### config.mk
export PLATFORM = sky130hd
export DESIGN_NAME = fpu_result_pack
export DESIGN_NICKNAME = d
export VERILOG_FILES = /design/src/rtl/fpu_result_pack.sv
export SDC_FILE = /design/constraint.sdc
export NUM_CORES = 1
export LEC_CHECK = 0
export BUFFER_PORTS_ARGS = -buffer_cell sky130_fd_sc_hd__buf_2
export CAP_MARGIN = 25
export CORE_ASPECT_RATIO = 0.9
export CORE_MARGIN = 2
export CORE_UTILIZATION = 30
export DETAILED_ROUTE_END_ITERATION = 10
export PLACE_DENSITY = 0.51
export SLEW_MARGIN = 25
export SYNTH_ARGS = -nofsm -noshare
export SYNTH_HDL_FRONTEND = slang
export SYNTH_SLANG_ARGS = --single-unit
### constraint.sdc
create_clock -name i_clk -period 2.6 [get_ports i_clk]
set_clock_uncertainty 0.1 [all_clocks]
set_input_delay 0 -clock i_clk [delete_from_list [all_inputs] [get_ports i_clk]]
set_output_delay 0 -clock i_clk [all_outputs]
set_load 0.01 [all_outputs]
### src/rtl/fpu_result_pack.sv
// fpu_result_pack: output stage of the FPU add/sub datapath.
// Rounds the normal-path mantissa to nearest-even, resolves the special-case
// select codes, detects overflow/underflow and packs an IEEE-754 single word.
// The datapath is a two-stage valid/ready pipeline (round, then pack).
// Optional build macro FPU_PACK_EXC_CNT_EN adds saturating exception counters.
module fpu_result_pack #(
  parameter logic [31:0] QNAN_WORD = 32'h7FC0_0000,
  parameter int          CNT_W     = 16
) (
  input  logic               i_clk,
  input  logic               i_rst_n,
  input  logic               i_valid,
  output logic               o_ready,
  input  logic [1:0]         i_sel_man,
  input  logic               i_sign,
  input  logic signed [9:0]  i_exp,
  input  logic [26:0]        i_man,
  output logic               o_valid,
  input  logic               i_ready,
  output logic [31:0]        o_result,
  output logic               o_flag_ovf,
  output logic               o_flag_udf,
  output logic               o_flag_nan,
`ifdef FPU_PACK_EXC_CNT_EN
  output logic [CNT_W-1:0]   o_cnt_ovf,
  output logic [CNT_W-1:0]   o_cnt_udf,
  output logic [CNT_W-1:0]   o_cnt_nan,
`endif
  input  logic               i_flag_clr
);

  typedef logic [CNT_W-1:0] cnt_t;

  // Round-to-nearest-even on {frac,G,R,S}; a carry out of the fraction
  // renormalises to 1.000..0 and bumps the exponent (10-bit wrap).
  function automatic logic [32:0] round_rne(input logic signed [9:0] exp,
                                            input logic [25:0]        man);
    logic              rnd_up;
    logic [23:0]       sum;
    logic signed [9:0] e;
    rnd_up = man[2] & (man[1] | man[0] | man[3]);
    sum    = {1'b0, man[25:3]} + {23'd0, rnd_up};
    e      = exp;
    if (sum[23]) begin
      sum = 24'd0;
      e   = exp + 10'sd1;
    end
    return {e, sum[22:0]};
  endfunction

  // Final word selection with overflow saturation to infinity and
  // underflow flush to zero; returns {nan, ovf, udf, word}.
  function automatic logic [34:0] pack_word(input logic [1:0]        sel,
                                            input logic              sign,
                                            input logic signed [9:0] exp,
                                            input logic [22:0]       frac,
                                            input logic              zero);
    logic [31:0] word;
    logic        nan, ovf, udf;
    word = {sign, exp[7:0], frac};
    nan  = 1'b0;
    ovf  = 1'b0;
    udf  = 1'b0;
    if (sel == 2'b11) begin
      word = QNAN_WORD;
      nan  = 1'b1;
    end else if (sel == 2'b10) begin
      word = {sign, 8'hFF, 23'h0};
    end else if (zero) begin
      word = {sign, 31'h0};
    end else if (exp >= 10'sd255) begin
      word = {sign, 8'hFF, 23'h0};
      ovf  = 1'b1;
    end else if (exp <= 10'sd0) begin
      word = {sign, 31'h0};
      udf  = 1'b1;
    end
    return {nan, ovf, udf, word};
  endfunction

  logic              vld_p1, vld_p2;
  logic [1:0]        sel_p1;
  logic              sign_p1;
  logic signed [9:0] exp_p1;
  logic [22:0]       frac_p1;
  logic              zero_p1;
  logic [31:0]       res_p2;

  logic [32:0]       rnd_w;
  logic [34:0]       pk_w;
  logic              adv_p2, accept, load_p2;
  logic              set_ovf, set_udf, set_nan;

  assign adv_p2  = ~vld_p2 | i_ready;
  assign o_ready = ~vld_p1 | adv_p2;
  assign accept  = i_valid & o_ready;
  assign load_p2 = vld_p1 & adv_p2;

  assign rnd_w   = round_rne(i_exp, i_man[25:0]);
  assign pk_w    = pack_word(sel_p1, sign_p1, exp_p1, frac_p1, zero_p1);
  assign set_nan = load_p2 & pk_w[34];
  assign set_ovf = load_p2 & pk_w[33];
  assign set_udf = load_p2 & pk_w[32];

  assign o_valid  = vld_p2;
  assign o_result = res_p2;

  // Stage valids: s1 refills whenever it can hand off, s2 whenever it drains.
  always_ff @(posedge i_clk or negedge i_rst_n) begin
    if (!i_rst_n) begin
      vld_p1 <= 1'b0;
      vld_p2 <= 1'b0;
    end else begin
      if (o_ready) vld_p1 <= i_valid;
      if (adv_p2)  vld_p2 <= vld_p1;
    end
  end

  // ---- stage 1: rounded mantissa/exponent, select code and sign ----
  // Round-stage data captured on accept only.
  always_ff @(posedge i_clk) begin
    if (accept) begin
      sel_p1  <= i_sel_man;
      sign_p1 <= i_sign;
      exp_p1  <= rnd_w[32:23];
      frac_p1 <= rnd_w[22:0];
      zero_p1 <= (i_man == 27'd0);
    end
  end

  // ---- stage 2: packed IEEE word presented on o_result ----
  // Packed result loads when s1 moves forward; held while stalled.
  always_ff @(posedge i_clk or negedge i_rst_n) begin
    if (!i_rst_n)     res_p2 <= 32'd0;
    else if (load_p2) res_p2 <= pk_w[31:0];
  end

  // Sticky flags: a set event in the same cycle as clear wins.
  always_ff @(posedge i_clk or negedge i_rst_n) begin
    if (!i_rst_n) begin
      o_flag_ovf <= 1'b0;
      o_flag_udf <= 1'b0;
      o_flag_nan <= 1'b0;
    end else begin
      o_flag_ovf <= (o_flag_ovf & ~i_flag_clr) | set_ovf;
      o_flag_udf <= (o_flag_udf & ~i_flag_clr) | set_udf;
      o_flag_nan <= (o_flag_nan & ~i_flag_clr) | set_nan;
    end
  end

`ifdef FPU_PACK_EXC_CNT_EN
  function automatic cnt_t cnt_next(input cnt_t cur, input logic set, input logic clr);
    cnt_t nxt;
    nxt = cur;
    if (set) nxt = clr ? cnt_t'(1) : ((&cur) ? cur : cur + cnt_t'(1));
    else if (clr) nxt = '0;
    return nxt;
  endfunction

  // Saturating exception counters tracking the sticky flag events.
  always_ff @(posedge i_clk or negedge i_rst_n) begin
    if (!i_rst_n) begin
      o_cnt_ovf <= '0;
      o_cnt_udf <= '0;
      o_cnt_nan <= '0;
    end else begin
      o_cnt_ovf <= cnt_next(o_cnt_ovf, set_ovf, i_flag_clr);
      o_cnt_udf <= cnt_next(o_cnt_udf, set_udf, i_flag_clr);
      o_cnt_nan <= cnt_next(o_cnt_nan, set_nan, i_flag_clr);
    end
  end
`endif

endmodule
Yosys cells after proc, flatten, opt, wreduce, memory -nomap -nowiden --
Cells that the tools add are included.
Storage, ports and cells: register bits 74, input port bits 45, logic and storage cells 53
Operators by class: add/sub/neg operators 2, magnitude comparators 2, equality and inequality tests 2, multiplexer cells 16, bitwise gates (word level) 19, reduce and logical (&&, ||, !) cells 1
Operator list (number):
- 2-to-1 mux 31 bit | 4
- 2-to-1 mux 32 bit | 1
- logical NOT 27 bit | 1
- adder 23 x 1 -> 24 bit | 1
- adder 10 x 2 -> 10 bit, second input constant | 1
- greater-or-equal comparator 10 x 9 -> 1 bit, second input constant | 1
- <= comparator 10 x 1 -> 1 bit, second input constant | 1
- 2-to-1 mux 1 bit | 10
- 2-to-1 mux 10 bit | 1
- AND 1 bit | 9
- OR 1 bit | 7
- equality test 2 bit, second input constant | 2
- NOT 1 bit | 3

Longest topological paths before layout --
Gate-level depths: netlist of run 1.
depth after elaboration 8, gate-level depth with buffers 7, gate-level depth less buffers 6

Worst setup path before layout of run 1 --
No wires, ideal clock.
path type reg-to-reg, start register vld_p2, in the netlist o_valid, end register exp_p1[0] (enable), arrival time 1533 ps, data required time 2102 ps, setup slack 569 ps, cell stages (with the launch flop) 3, path buffers 0, period minus slack after synthesis 2031 ps, path through dfrtp_1 -> nand3b_1 -> and2_1
On the way: word-level cells in the longest chain between the ends 4
Ends and longest elaborated chain:
- start: declaration | line 81 | logic vld_p1, vld_p2;
- start signal: assignment | line 115 | if (adv_p2) vld_p2 <= vld_p1;
- NOT 1 bit | line 94 | assign adv_p2 = ~vld_p2 | i_ready;
- OR 1 bit | line 94
- OR 1 bit | line 95 | assign o_ready = ~vld_p1 | adv_p2;
- via o_ready | line 13 | output logic o_ready,
- AND 1 bit | line 96 | assign accept = i_valid & o_ready;
- via accept | line 91 | logic adv_p2, accept, load_p2;
- end signal: assignment | line 125 | exp_p1 <= rnd_w[32:23];
- end: declaration | line 84 | logic signed [9:0] exp_p1;
The timed path passes the listed nets, and every way through them passes these cells. A chain may end at the register's enable or synchronous reset.

Worst setup path after layout of run 1 --
start input i_man[2], end register frac_p1[14] (data pin)
On the way: word-level cells in the longest chain between the ends 2
Ends and longest elaborated chain:
- start: declaration | line 17 | input logic [26:0] i_man,
- AND 1 bit | line 41 | rnd_up = man[2] & (man[1] | man[0] | man[3]);
- adder 23 x 1 -> 24 bit | line 42 | sum = {1'b0, man[25:3]} + {23'd0, rnd_up};
- end signal: assignment | line 126 | frac_p1 <= rnd_w[22:0];
- end: declaration | line 85 | logic [22:0] frac_p1;
No other way between the ends.

==> run_summary.xml, run 1 <==
<?xml version="1.0" encoding="UTF-8"?>
<metrics>
  <group name="setup_path">
    <metric name="worstPathArrival" unit="ns">2.28</metric>
    <metric name="critical_path.max_fanout" unit="">11</metric>
    <metric name="crit_required" unit="ns">2.70</metric>
    <metric name="worstPathCellList" unit="">dlygate4sd3_1 -&gt; buf_2 -&gt; and2_1 -&gt; ha_1 -&gt; nand3_1 -&gt; or2_2 -&gt; or4b_2 -&gt; nand3_1</metric>
    <metric name="slowest_delay" unit="ns">0.65</metric>
    <metric name="cp_slowest_cell" unit="">or4b_2</metric>
    <metric name="worst-r2r-cell-count" unit="">5</metric>
    <metric name="cpLargestDelayFamily" unit="">simple AND/OR/NAND/NOR gates</metric>
    <metric name="number_of_gates_on_the_worst_path_with_buffers_counted" unit="">8</metric>
    <metric name="critical_path.n_buffers_inverters" unit="">2</metric>
    <metric name="critical_setup_path_class" unit="">input pin to flop</metric>
    <metric name="worst_path_most_repeated_cell" unit="">nand3_1</metric>
    <metric name="cp-start-kind" unit="">input pin</metric>
    <metric name="critical_path.endpoint_type" unit="">flop</metric>
  </group>
  <group name="global_routing">
    <metric name="number_of_global_route_vias_before_repair" unit="">2637</metric>
    <metric name="globalRouteTotalUtil" unit="%">14.57</metric>
    <metric name="grt_first_pass_wirelength" unit="mm">13.81</metric>
    <metric name="global_route.overflow_total" unit="">0</metric>
    <metric name="grt_antenna_before_repair" unit="">0</metric>
    <metric name="grt_start_max_net_pins" unit="">38</metric>
  </group>
  <group name="sta">
    <metric name="postLayoutSetupSlackWorst" unit="ns">0.4139</metric>
    <metric name="tns" unit="ns">0</metric>
    <metric name="fin_crit_sh" unit="%">84.08</metric>
    <metric name="final-max-slew-violation-count" unit="">0</metric>
    <metric name="achievable-frequency" unit="GHz">0.4574</metric>
    <metric name="setup_viol" unit="">0</metric>
    <metric name="final_hold_viol_count" unit="">0</metric>
    <metric name="timing_worst_slew_pin_value" unit="ns">0.8388</metric>
    <metric name="slew-limit-headroom" unit="%">44.08</metric>
    <metric name="layout_min_cycle_time" unit="ns">2.186</metric>
    <metric name="timing.hold.ws" unit="ns">0.01819</metric>
    <metric name="rsz0062_at_grt" unit="">no</metric>
  </group>
  <group name="floorplan">
    <metric name="placement_rows" unit="">37</metric>
    <metric name="design.die.area" unit="mm²">0.01234</metric>
    <metric name="core_area" unit="mm²">0.01130</metric>
    <metric name="pin_count" unit="">82</metric>
    <metric name="dieHeight" unit="µm">105.6</metric>
    <metric name="fp.dieW" unit="µm">116.9</metric>
    <metric name="initial_core_utilization" unit="%">30.46</metric>
  </group>
  <group name="logic_synthesis">
    <metric name="yosys.area.top_type_share" unit="%">32.29</metric>
    <metric name="synth-seq-area-share" unit="%">59.20</metric>
    <metric name="synth.distinct_cells" unit="">49</metric>
    <metric name="syn-cell-area" unit="mm²">0.003441</metric>
    <metric name="most_instantiated_flip_flop_cell_in_the_synthesis_netlist" unit="">edfxtp_1</metric>
    <metric name="ys_seq_elements" unit="">74</metric>
    <metric name="synth_edf_count" unit="">37</metric>
    <metric name="ys.warnings.count" unit="">0</metric>
    <metric name="synthTopCellsByCount" unit="">dfrtp_1 (37), edfxtp_1 (37), nor2_1 (26)</metric>
    <metric name="yosys-top-cells-area" unit="">edfxtp_1 (32%), dfrtp_1 (27%), a22o_1 (5.6%), xor2_1 (4.1%), nor2_1 (2.8%)</metric>
    <metric name="avgSynthCellArea" unit="µm²">12.16</metric>
    <metric name="syn-num-nets" unit="">330</metric>
    <metric name="synth_largest_area_cell" unit="">edfxtp_1</metric>
    <metric name="ys_async_sr_fraction" unit="%">50.00</metric>
    <metric name="postSynthCellCount" unit="">283</metric>
  </group>
  <group name="placement">
    <metric name="dpl_cell_area" unit="mm²">0.004044</metric>
    <metric name="gp_congestion" unit="">0.8177</metric>
    <metric name="detailedPlace.worstSlack" unit="ns">0.5930</metric>
    <metric name="dp.final_hpwl" unit="mm">6.124</metric>
    <metric name="number_of_buffers_added_on_ports" unit="">81</metric>
  </group>
  <group name="min_path">
    <metric name="holdCritPathClass" unit="">input pin to flop</metric>
    <metric name="timing.hold.worst_path_depth" unit="">3</metric>
  </group>
  <group name="clocking">
    <metric name="cts-buffers-inserted" unit="">9</metric>
    <metric name="cts-htree-levels" unit="">3</metric>
    <metric name="count_of_clock_tree_sinks" unit="">74</metric>
    <metric name="cts_resized" unit="">0</metric>
    <metric name="clkLatencyLatePin" unit="ns">0.33</metric>
    <metric name="cts_tree" unit="">yes</metric>
    <metric name="root_buffer" unit="">clkbuf_16</metric>
    <metric name="cts.reportedPaths.clkPinSlew" unit="ns">0.06</metric>
    <metric name="max_clock_buf_depth" unit="">2</metric>
  </group>
  <group name="layout">
    <metric name="layout-drive-gt1-share" unit="%">29.40</metric>
    <metric name="footprint_of_the_multi_input_gates" unit="mm²">0.001328</metric>
    <metric name="fillers" unit="">1123</metric>
    <metric name="layout.area.seq" unit="mm²">0.002037</metric>
    <metric name="antenna_cells" unit="">0</metric>
    <metric name="fin_area" unit="mm²">0.004706</metric>
    <metric name="area_growth" unit="%">36.76</metric>
    <metric name="finalNetCount" unit="">457</metric>
  </group>
  <group name="route">
    <metric name="via_count" unit="">2671</metric>
    <metric name="wl_per_cell" unit="µm">14.99</metric>
    <metric name="detail-route-antenna-nets" unit="">0</metric>
    <metric name="detail_route.wirelength" unit="mm">8.562</metric>
    <metric name="drc_violation_total_after_the_first_tritonroute_iteration" unit="">129</metric>
    <metric name="routed_via_density" unit="">4.678</metric>
    <metric name="drc_viols" unit="">0</metric>
    <metric name="firstDrtPassIters" unit="">4</metric>
  </group>
  <group name="power">
    <metric name="leakage_power_figure" unit="nW">1.960</metric>
    <metric name="worst_supply_voltage_drop_on_vdd" unit="mV">0.3113</metric>
    <metric name="power_density" unit="mW/mm²">614.4</metric>
  </group>
  <group name="flow_run">
    <metric name="max-cap-violations" unit="">0</metric>
  </group>
  <group name="run_status">
    <metric name="outcome" unit="">completed</metric>
  </group>
</metrics>
[sequential cells by signal, summed over array words and instances (netlist names)]
signal	flops
o_flag_udf	1
frac_p1	23
o_flag_ovf	1
o_result	32
zero_p1	1
vld_p1	1
sel_p1	2
exp_p1	10
sign_p1	1
o_flag_nan	1
o_valid	1
[timing repair]
| action | CTS | global route |
|---|---|---|
| endpoints found under the hold margin | 74 | 0 |
| setup buffers | 0 | 0 |
| hold buffers | 38 | 0 |
[metrics by stage]
step,std cells,util [%],power [mW]
after floorplan,283,-,1.537
after global routing,571,41.66,3.022
after CTS,571,41.66,2.935
after detailed placement,517,35.80,1.708
after global placement,517,35.80,1.704
final,571,41.66,2.891
[where the power goes]
part | total [mW] | internal (mW) | switching (mW) | leakage (nW)
combinational | 0.357 | 0.165 | 0.192 | 0.984
sequential | 1.37 | 1.33 | 0.0432 | 0.833
clock | 1.17 | 0.697 | 0.468 | 0.143
total | 2.89 | 2.19 | 0.703 | 1.96
[metal layers]
metal  track usage (%)  vias up  share of wire [%]
li1                  -     1325                  -
met3             3.278        6                4.5
met1             20.60     1288                 47
met5                 0        -                  0
met2             21.72       52                 47
met4             5.546        0               0.97
[tightest hold or removal path, cell delays in order]
cell and delay [ns]:
buf_2 0.13, nand4_4 0.09, xnor2_1 0.12
[final timing paths]
path                             start           end  slack [ns]
min in group asynchronous      i_rst_n   o_result[8]        0.22
setup reg to reg             exp_p1[3]  o_result[22]        0.80
hold reg to reg            frac_p1[21]  o_result[21]        0.36
setup / recovery              i_man[2]   frac_p1[14]        0.41
hold / removal                i_man[4]    frac_p1[3]        0.02
max in group asynchronous      i_rst_n  o_result[27]        1.65
[cell families (layout without fill, tap and decap cells)]
family / count (synthesis) / after routing / synth area share, %
AO/OA/AOI/OAI: 51 / 51 / 11.64
adder cells (fa/ha/maj): 2 / 2 / 0.7272
flip-flops: 74 / 74 / 59.20
AND/OR/NAND/NOR: 111 / 111 / 18.80
XOR/XNOR: 25 / 25 / 6.582
multiplexers: 2 / 2 / 0.6545
buffers and inverters: 18 / 150 / 2.400
[layout make-up]
class                      count  share of cell area [%]
multi-input combinational    191                   28.21
clock inverter                 4                  0.5318
timing repair buffer         125                   17.65
clock buffer                  12                   5.451
tap                          156                   4.148
inverter                       9                  0.7179
sequential                    74                   43.29
[cell usage in the layout, fill, tap and decap left out, types with 8 or more instances in the layout]
cell | Yosys | routed
nand4_1 | 9 | 9
nand3_1 | 14 | 14
dlygate4sd3_1 | 0 | 38
nor4_1 | 8 | 8
buf_2 | 3 | 81
nor2_1 | 26 | 26
a22o_1 | 22 | 22
inv_1 | 9 | 9
dfrtp_1 | 37 | 37
clkbuf_16 | 0 | 9
xnor2_1 | 8 | 8
edfxtp_1 | 37 | 37
nand2_1 | 14 | 14
xor2_1 | 16 | 16
Note: power is estimated with default switching activity, not from simulation.
==> run 2: changes to the inputs <==
ABC_AREA = 1   (was unset)
PLACE_DENSITY = 0.5   (was 0.51)
clock period = 2.13 ns   (was 2.6 ns; I/O delays follow)
==> run 2 against run 1 <==
Effect of this change:
- global-route usage increased by 0.12 points
- first-iteration DRC count is 47% higher
- synthesized area increased by 9.7%
- critical path depth did not move
- worst hold slack better by 0.0038 ns
- sequential power rose by 27%
- utilization is 0.82 points lower
- setup slack lost 0.24 ns
- die area is 9.3% higher
- flip-flop and latch count unchanged
- non-clock buffer count fell by 7
==> run_summary.xml, run 2 <==
<?xml version="1.0" encoding="UTF-8"?>
<metrics>
  <group name="clocking">
    <metric name="max_clock_buf_depth" unit="">2</metric>
    <metric name="cts.reportedPaths.clkPinSlew" unit="ns">0.05</metric>
    <metric name="cts-htree-levels" unit="">3</metric>
    <metric name="cts_resized" unit="">0</metric>
    <metric name="post-cts-setup-buffers" unit="">0</metric>
    <metric name="clkLatencyLatePin" unit="ns">0.33</metric>
    <metric name="count_of_clock_tree_sinks" unit="">74</metric>
    <metric name="root_buffer" unit="">clkbuf_16</metric>
    <metric name="cts-buffers-inserted" unit="">9</metric>
    <metric name="cts_tree" unit="">yes</metric>
  </group>
  <group name="layout">
    <metric name="largest_register_ff_count" unit="">32</metric>
    <metric name="most-common-layout-cells" unit="">nand2_1 (122), buf_2 (81), nor2_1 (41)</metric>
    <metric name="finalNetCount" unit="">580</metric>
    <metric name="antenna_cells" unit="">0</metric>
    <metric name="layout-drive-gt1-share" unit="%">24.77</metric>
    <metric name="final_core_utilization" unit="%">40.84</metric>
    <metric name="area_growth" unit="%">31.73</metric>
    <metric name="most_common_library_cell_in_the_layout_ignoring_fill_and_taps" unit="">nand2_1</metric>
  </group>
  <group name="floorplan">
    <metric name="fp.dieW" unit="µm">122.2</metric>
    <metric name="initial_core_utilization" unit="%">31.00</metric>
    <metric name="dieHeight" unit="µm">110.4</metric>
    <metric name="placement_rows" unit="">38</metric>
    <metric name="core_area" unit="mm²">0.01217</metric>
    <metric name="design.die.area" unit="mm²">0.01349</metric>
    <metric name="pin_count" unit="">82</metric>
  </group>
  <group name="global_routing">
    <metric name="global_route.overflow_total" unit="">0</metric>
    <metric name="number_of_global_route_vias_before_repair" unit="">3107</metric>
    <metric name="grt_first_pass_wirelength" unit="mm">15.53</metric>
    <metric name="grt_start_max_net_pins" unit="">38</metric>
    <metric name="globalRouteTotalUtil" unit="%">14.68</metric>
    <metric name="grt_antenna_before_repair" unit="">0</metric>
  </group>
  <group name="setup_path">
    <metric name="critical_path.endpoint_type" unit="">flop</metric>
    <metric name="crit-reg2reg-capture" unit="">vld_p1</metric>
    <metric name="critical_setup_path_class" unit="">input pin to flop</metric>
    <metric name="crit_required" unit="ns">2.24</metric>
    <metric name="cp-start-kind" unit="">input pin</metric>
    <metric name="worst-r2r-cell-count" unit="">5</metric>
    <metric name="r2r-start" unit="">o_valid</metric>
    <metric name="critical_path.max_fanout" unit="">3</metric>
    <metric name="r2r_slack" unit="ns">0.18</metric>
    <metric name="worstPathArrival" unit="ns">2.06</metric>
  </group>
  <group name="sta">
    <metric name="timing.hold.ws" unit="ns">0.02203</metric>
    <metric name="achievable-frequency" unit="GHz">0.5125</metric>
    <metric name="layout_min_cycle_time" unit="ns">1.951</metric>
    <metric name="final-max-slew-violation-count" unit="">0</metric>
    <metric name="rsz0062_at_grt" unit="">no</metric>
    <metric name="fin_crit_sh" unit="%">91.60</metric>
    <metric name="tns" unit="ns">0</metric>
    <metric name="timing_worst_slew_pin_value" unit="ns">0.8327</metric>
    <metric name="postLayoutSetupSlackWorst" unit="ns">0.1788</metric>
    <metric name="final_hold_viol_count" unit="">0</metric>
    <metric name="setup_viol" unit="">0</metric>
    <metric name="slew-limit-headroom" unit="%">44.48</metric>
  </group>
  <group name="logic_synthesis">
    <metric name="yosys-top-cells-area" unit="">edfxtp_1 (29%), dfrtp_1 (25%), nand2_1 (12%), nor2_1 (4.1%), xor2_1 (3.0%)</metric>
    <metric name="syn-num-nets" unit="">460</metric>
    <metric name="most_instantiated_flip_flop_cell_in_the_synthesis_netlist" unit="">edfxtp_1</metric>
    <metric name="synth_compound_gate_area_share" unit="%">6.432</metric>
    <metric name="dominant_combinational_cell_family_by_area_after_synthesis" unit="">simple AND/OR/NAND/NOR gates</metric>
    <metric name="syn-cell-area" unit="mm²">0.003774</metric>
    <metric name="synth_largest_area_cell" unit="">edfxtp_1</metric>
    <metric name="synth-seq-area-share" unit="%">53.98</metric>
    <metric name="post_synth_fa_ha_maj_area_fraction" unit="%">0.6631</metric>
    <metric name="ys_async_sr_fraction" unit="%">50.00</metric>
    <metric name="yosys.area.top_type_share" unit="%">29.44</metric>
    <metric name="postSynthCellCount" unit="">413</metric>
    <metric name="synth-simple-area-share" unit="%">28.02</metric>
    <metric name="yosys.area_share.xor_xnor" unit="%">5.802</metric>
    <metric name="synth.most_common_cell" unit="">nand2_1</metric>
    <metric name="synth_mux_area_share" unit="%">0</metric>
    <metric name="ys_seq_elements" unit="">74</metric>
    <metric name="synthTopCellsByCount" unit="">nand2_1 (122), nor2_1 (41), dfrtp_1 (37), edfxtp_1 (37), inv_1 (27)</metric>
    <metric name="avgSynthCellArea" unit="µm²">9.137</metric>
    <metric name="synth.distinct_cells" unit="">39</metric>
    <metric name="ys.warnings.count" unit="">0</metric>
    <metric name="synth_edf_count" unit="">37</metric>
  </group>
  <group name="min_path">
    <metric name="timing.hold.worst_path_depth" unit="">4</metric>
    <metric name="hold_end" unit="">zero_p1</metric>
    <metric name="holdCritPathClass" unit="">input pin to flop</metric>
    <metric name="hold_path_startpoint" unit="">i_man[0]</metric>
  </group>
  <group name="power">
    <metric name="worst_supply_voltage_drop_on_vdd" unit="mV">0.3149</metric>
    <metric name="post-layout-total-power" unit="mW">3.768</metric>
    <metric name="power_density" unit="mW/mm²">758.1</metric>
    <metric name="leakage_power_figure" unit="nW">2.239</metric>
  </group>
  <group name="route">
    <metric name="detail-route-antenna-nets" unit="">0</metric>
    <metric name="firstDrtPassIters" unit="">5</metric>
    <metric name="wl_per_cell" unit="µm">13.28</metric>
    <metric name="drc_viols" unit="">0</metric>
    <metric name="detail_route.wirelength" unit="mm">9.258</metric>
    <metric name="via_count" unit="">3087</metric>
    <metric name="drc_violation_total_after_the_first_tritonroute_iteration" unit="">189</metric>
    <metric name="routed_via_density" unit="">4.429</metric>
  </group>
  <group name="placement">
    <metric name="detailedPlace.worstSlack" unit="ns">0.2090</metric>
    <metric name="gp_congestion" unit="">0.8254</metric>
    <metric name="number_of_buffers_added_on_ports" unit="">81</metric>
    <metric name="dp.final_hpwl" unit="mm">6.853</metric>
  </group>
  <group name="flow_run">
    <metric name="max-cap-violations" unit="">0</metric>
  </group>
  <group name="run_status">
    <metric name="outcome" unit="">completed</metric>
  </group>
</metrics>
==> run 2: cell count changes in the layout (fill, tap and decap cells not counted), moves of 5 or more <==
cell / previous run / this run
a21oi_1: 3 / 8
a22o_1: 22 / 0
a31oi_1: 6 / 0
dlygate4sd3_1: 38 / 32
inv_1: 9 / 27
nand2_1: 14 / 122
nand2_2: 0 / 12
nor2_1: 26 / 41
nor2_4: 0 / 6
nor3_2: 6 / 1
o21ai_0: 5 / 22
o21ai_1: 0 / 7
==> run 2: critical path: stages <==
cell           delay (ns)
dlygate4sd3_1        0.53
buf_2                0.12
inv_1                0.06
nand3_1              0.11
nand2_1              0.10
dlygate4sd3_1        0.55
nand2_1              0.05
dlygate4sd3_1        0.55
==> run 2: report_power, final <==
group          internal (mW)  switching [mW]
Sequential              1.67          0.0753
Clock                  0.878           0.518
Combinational          0.256           0.372
==> run 2: through the flow <==
stage / std cells / area, µm²
after global routing: 697 / 4971
after global placement: 650 / 4365
after floorplan: 413 / 3774
after CTS: 697 / 4964
final: 697 / 4971
after detailed placement: 650 / 4365
==> run 2: metal layers <==
metal,vias to the layer above,global-route usage (%),share of wire [%]
li1,1598,-,-
met1,1409,21.18,51
met2,70,21.22,43
met3,10,3.461,3.9
met4,0,5.517,1.5
met5,-,0,0
==> run 2: cell type report <==
type / count / area, µm²
clock buffers: 15 / 277.8
fillers: 1247 / 7201
inverters: 33 / 128.9
multi-input cells: 297 / 1551
flip-flops and latches: 74 / 2037
well taps: 160 / 200.2
repair buffers: 118 / 775.7
==> run 2: kinds of logic (layout without fill, tap and decap cells) <==
kind of cell / after synthesis / after routing
compound gates: 44 / 44
xor+xnor: 25 / 25
fa+ha+maj: 2 / 2
buf+inv: 42 / 166
flops: 74 / 74
simple gates: 226 / 226
==> run 2: worst max path at each step <==
stage | start | end | cells past startpoint
4_1_cts | o_valid | vld_p1 | 5
3_3_place_gp | exp_p1[7] | o_result[17] | 6
3_5_place_dp | exp_p1[7] | o_result[17] | 6
5_1_grt | i_ready | vld_p1 | 8
6_report | i_ready | vld_p1 | 8
2_1_floorplan | o_valid | exp_p1[0] | 3
==> run 2: timing repair <==
action / CTS / global route
endpoints found under the hold margin: 68 / 0
hold buffers: 32 / 0
setup endpoints to repair: 0 / 0
==> run 3: changes to the inputs <==
BUFFER_PORTS_ARGS = -buffer_cell sky130_fd_sc_hd__buf_4   (was -buffer_cell sky130_fd_sc_hd__buf_2)
==> run 3 against run 2 <==
Effect of this change:
- flip-flop and latch count is the same
- die area unchanged
- largest cell class unchanged
- sequential power barely moved
- design area is 4.9% higher
- global-route usage down 0.20 points
- critical path depth stayed put
- combinational power up 12%
==> run_summary.xml, run 3 (synthesized netlist as in run 2, its figures left out) <==
<?xml version="1.0" encoding="UTF-8"?>
<metrics>
  <group name="power">
    <metric name="post-layout-total-power" unit="mW">3.938</metric>
    <metric name="power_switching_share" unit="%">25.56</metric>
    <metric name="leakage_power_figure" unit="nW">2.312</metric>
    <metric name="seq_power_share" unit="%">44.5</metric>
    <metric name="worst_supply_voltage_drop_on_vdd" unit="mV">0.3573</metric>
    <metric name="pwr-share-comb" unit="%">17.8</metric>
    <metric name="power_density" unit="mW/mm²">755.2</metric>
    <metric name="share_clk_of_total_power" unit="%">37.7</metric>
    <metric name="switching_power" unit="mW">1.007</metric>
    <metric name="internal-power" unit="mW">2.932</metric>
  </group>
  <group name="flow_run">
    <metric name="max-cap-violations" unit="">0</metric>
  </group>
  <group name="layout">
    <metric name="fin_cells" unit="">700</metric>
    <metric name="fillers" unit="">1207</metric>
    <metric name="layout-drive-gt1-share" unit="%">25.00</metric>
    <metric name="finalNetCount" unit="">582</metric>
    <metric name="most_common_library_cell_in_the_layout_ignoring_fill_and_taps" unit="">nand2_1</metric>
    <metric name="antenna_cells" unit="">0</metric>
    <metric name="most-common-layout-cells" unit="">nand2_1 (122), buf_4 (84), nor2_1 (41)</metric>
    <metric name="largest_register_ff_count" unit="">32</metric>
    <metric name="area_growth" unit="%">38.20</metric>
  </group>
  <group name="sta">
    <metric name="achievable-frequency" unit="GHz">0.5102</metric>
    <metric name="final_hold_viol_count" unit="">0</metric>
    <metric name="slew-limit-headroom" unit="%">58.52</metric>
    <metric name="tns" unit="ns">0</metric>
    <metric name="setup_viol" unit="">0</metric>
    <metric name="layout_min_cycle_time" unit="ns">1.960</metric>
    <metric name="postLayoutSetupSlackWorst" unit="ns">0.1699</metric>
    <metric name="final-max-slew-violation-count" unit="">0</metric>
    <metric name="rsz0062_at_grt" unit="">no</metric>
    <metric name="timing_worst_slew_pin_value" unit="ns">0.6208</metric>
    <metric name="timing.hold.ws" unit="ns">0.008282</metric>
    <metric name="fin_crit_sh" unit="%">92.02</metric>
  </group>
  <group name="global_routing">
    <metric name="grt_first_pass_wirelength" unit="mm">15.44</metric>
    <metric name="number_of_global_route_vias_before_repair" unit="">3072</metric>
    <metric name="globalRouteMet2Util" unit="%">20.74</metric>
    <metric name="global_route.overflow_total" unit="">0</metric>
    <metric name="globalRouteMet3Util" unit="%">2.428</metric>
    <metric name="gr-max-usage-layer" unit="">met1</metric>
    <metric name="grt_antenna_before_repair" unit="">0</metric>
    <metric name="globalRouteTotalUtil" unit="%">14.48</metric>
    <metric name="met1_usage" unit="%">21.40</metric>
    <metric name="grt_start_max_net_pins" unit="">38</metric>
  </group>
  <group name="setup_path">
    <metric name="worstPathCellList" unit="">dlygate4sd3_1 -&gt; buf_4 -&gt; inv_1 -&gt; nand3_1 -&gt; nand2_1 -&gt; dlygate4sd3_1 -&gt; nand2_1 -&gt; dlygate4sd3_1</metric>
    <metric name="r2r_slack" unit="ns">0.18</metric>
    <metric name="slowest_delay" unit="ns">0.55</metric>
    <metric name="cp_slowest_cell" unit="">dlygate4sd3_1</metric>
    <metric name="critical_path.max_fanout" unit="">3</metric>
    <metric name="cp-start-kind" unit="">input pin</metric>
    <metric name="crit-reg2reg-capture" unit="">vld_p1</metric>
    <metric name="worstPathArrival" unit="ns">2.07</metric>
    <metric name="worst-r2r-cell-count" unit="">5</metric>
    <metric name="worst_path_most_repeated_cell" unit="">dlygate4sd3_1</metric>
    <metric name="critical_setup_path_class" unit="">input pin to flop</metric>
    <metric name="crit_required" unit="ns">2.24</metric>
    <metric name="r2r-start" unit="">o_valid</metric>
    <metric name="critical_path.endpoint_type" unit="">flop</metric>
  </group>
  <group name="clocking">
    <metric name="cts-htree-levels" unit="">3</metric>
    <metric name="root_buffer" unit="">clkbuf_16</metric>
    <metric name="cts-buffers-inserted" unit="">9</metric>
    <metric name="count_of_clock_tree_sinks" unit="">74</metric>
    <metric name="clkLatencyLatePin" unit="ns">0.33</metric>
    <metric name="cts.reportedPaths.clkPinSlew" unit="ns">0.06</metric>
    <metric name="max_clock_buf_depth" unit="">2</metric>
    <metric name="post-cts-setup-buffers" unit="">0</metric>
    <metric name="cts_tree" unit="">yes</metric>
  </group>
  <group name="placement">
    <metric name="detailedPlace.worstSlack" unit="ns">0.1937</metric>
    <metric name="gp_congestion" unit="">0.8530</metric>
    <metric name="placed_insts" unit="">649</metric>
    <metric name="dp.final_hpwl" unit="mm">6.893</metric>
    <metric name="number_of_buffers_added_on_ports" unit="">81</metric>
  </group>
  <group name="route">
    <metric name="detail_route.wirelength" unit="mm">9.399</metric>
    <metric name="wl_per_cell" unit="µm">13.43</metric>
    <metric name="routed_via_density" unit="">4.466</metric>
    <metric name="firstDrtPassIters" unit="">4</metric>
    <metric name="drc_violation_total_after_the_first_tritonroute_iteration" unit="">173</metric>
    <metric name="via_count" unit="">3126</metric>
    <metric name="detail-route-antenna-nets" unit="">0</metric>
    <metric name="drc_viols" unit="">0</metric>
  </group>
  <group name="floorplan">
    <metric name="pin_count" unit="">82</metric>
    <metric name="dieHeight" unit="µm">110.4</metric>
    <metric name="initial_core_utilization" unit="%">31.00</metric>
    <metric name="placement_rows" unit="">38</metric>
    <metric name="fp.dieW" unit="µm">122.2</metric>
    <metric name="design.die.area" unit="mm²">0.01349</metric>
    <metric name="core_area" unit="mm²">0.01217</metric>
  </group>
  <group name="run_status">
    <metric name="outcome" unit="">completed</metric>
  </group>
  <group name="min_path">
    <metric name="timing.hold.worst_path_depth" unit="">4</metric>
    <metric name="hold_end" unit="">zero_p1</metric>
    <metric name="holdCritPathClass" unit="">input pin to flop</metric>
    <metric name="hold_path_startpoint" unit="">i_man[0]</metric>
  </group>
</metrics>
==> run 3: changes by cell type in the layout (fill, tap and decap cells not counted) <==
cell	change
clkbuf_8	-2
dlygate4sd3_1	+3
buf_2	-81
clkbuf_1	-2
clkinv_2	+3
clkinv_4	+1
bufinv_16	+1
buf_4	+80
==> run 3: final cells by class <==
| type | count | area (µm²) | share of cell area, % |
|---|---|---|---|
| Sequential cell | 74 | 2037 | 39.06 |
| Multi-Input combinational cell | 297 | 1551 | 29.75 |
| Timing Repair Buffer | 120 | 1001 | 19.19 |
| Clock buffer | 11 | 242.7 | 4.655 |
| Tap cell | 160 | 200.2 | 3.839 |
| Inverter | 33 | 128.9 | 2.471 |
| Clock inverter | 5 | 53.80 | 1.032 |
==> run 3: worst max path at each step <==
stage          startpoint            to  cells past startpoint
4_1_cts         exp_p1[5]   o_result[3]                      6
6_report          i_ready        vld_p1                      8
3_3_place_gp    exp_p1[7]  o_result[17]                      6
2_1_floorplan     o_valid     exp_p1[0]                      3
5_1_grt           i_ready        vld_p1                      8
3_5_place_dp    exp_p1[5]   o_result[3]                      6
==> run 3: power by group through the flow <==
stage               sequential (mW)  combinational, mW  clock [mW]
floorplan                      1.80              0.266           0
global placement               1.78              0.652           0
detailed placement             1.78              0.656           0
CTS                            1.75              0.712        1.53
global route                   1.77              0.785        1.58
finish                         1.75              0.702        1.48
==> run 3: per-stage QoR <==
| stage | cell area [µm²] | utilization (%) |
|---|---|---|
| after floorplan | 3774 | - |
| after global placement | 4561 | 37.47 |
| after detailed placement | 4561 | 37.47 |
| after CTS | 5207 | 42.78 |
| after global routing | 5215 | 42.85 |
| final | 5215 | 42.85 |
==> run 3: critical path, delay by kind of cell <==
family | cells | cell delay (ns)
buf+inv | 5 | 1.83
simple gates | 3 | 0.24
==> run 3: what timing repair did <==
action | in CTS | in global routing
setup endpoints to repair | 0 | 0
resized for setup | 0 | 0
hold buffers | 35 | 0
hold endpoints to repair | 71 | 0
==> run 3: metal layers <==
layer  routed length (µm)  up-vias
met1                 4718     1442
met5                    0        -
met4                  176        0
met3                  382       14
li1                     -     1600
met2                 4120       70
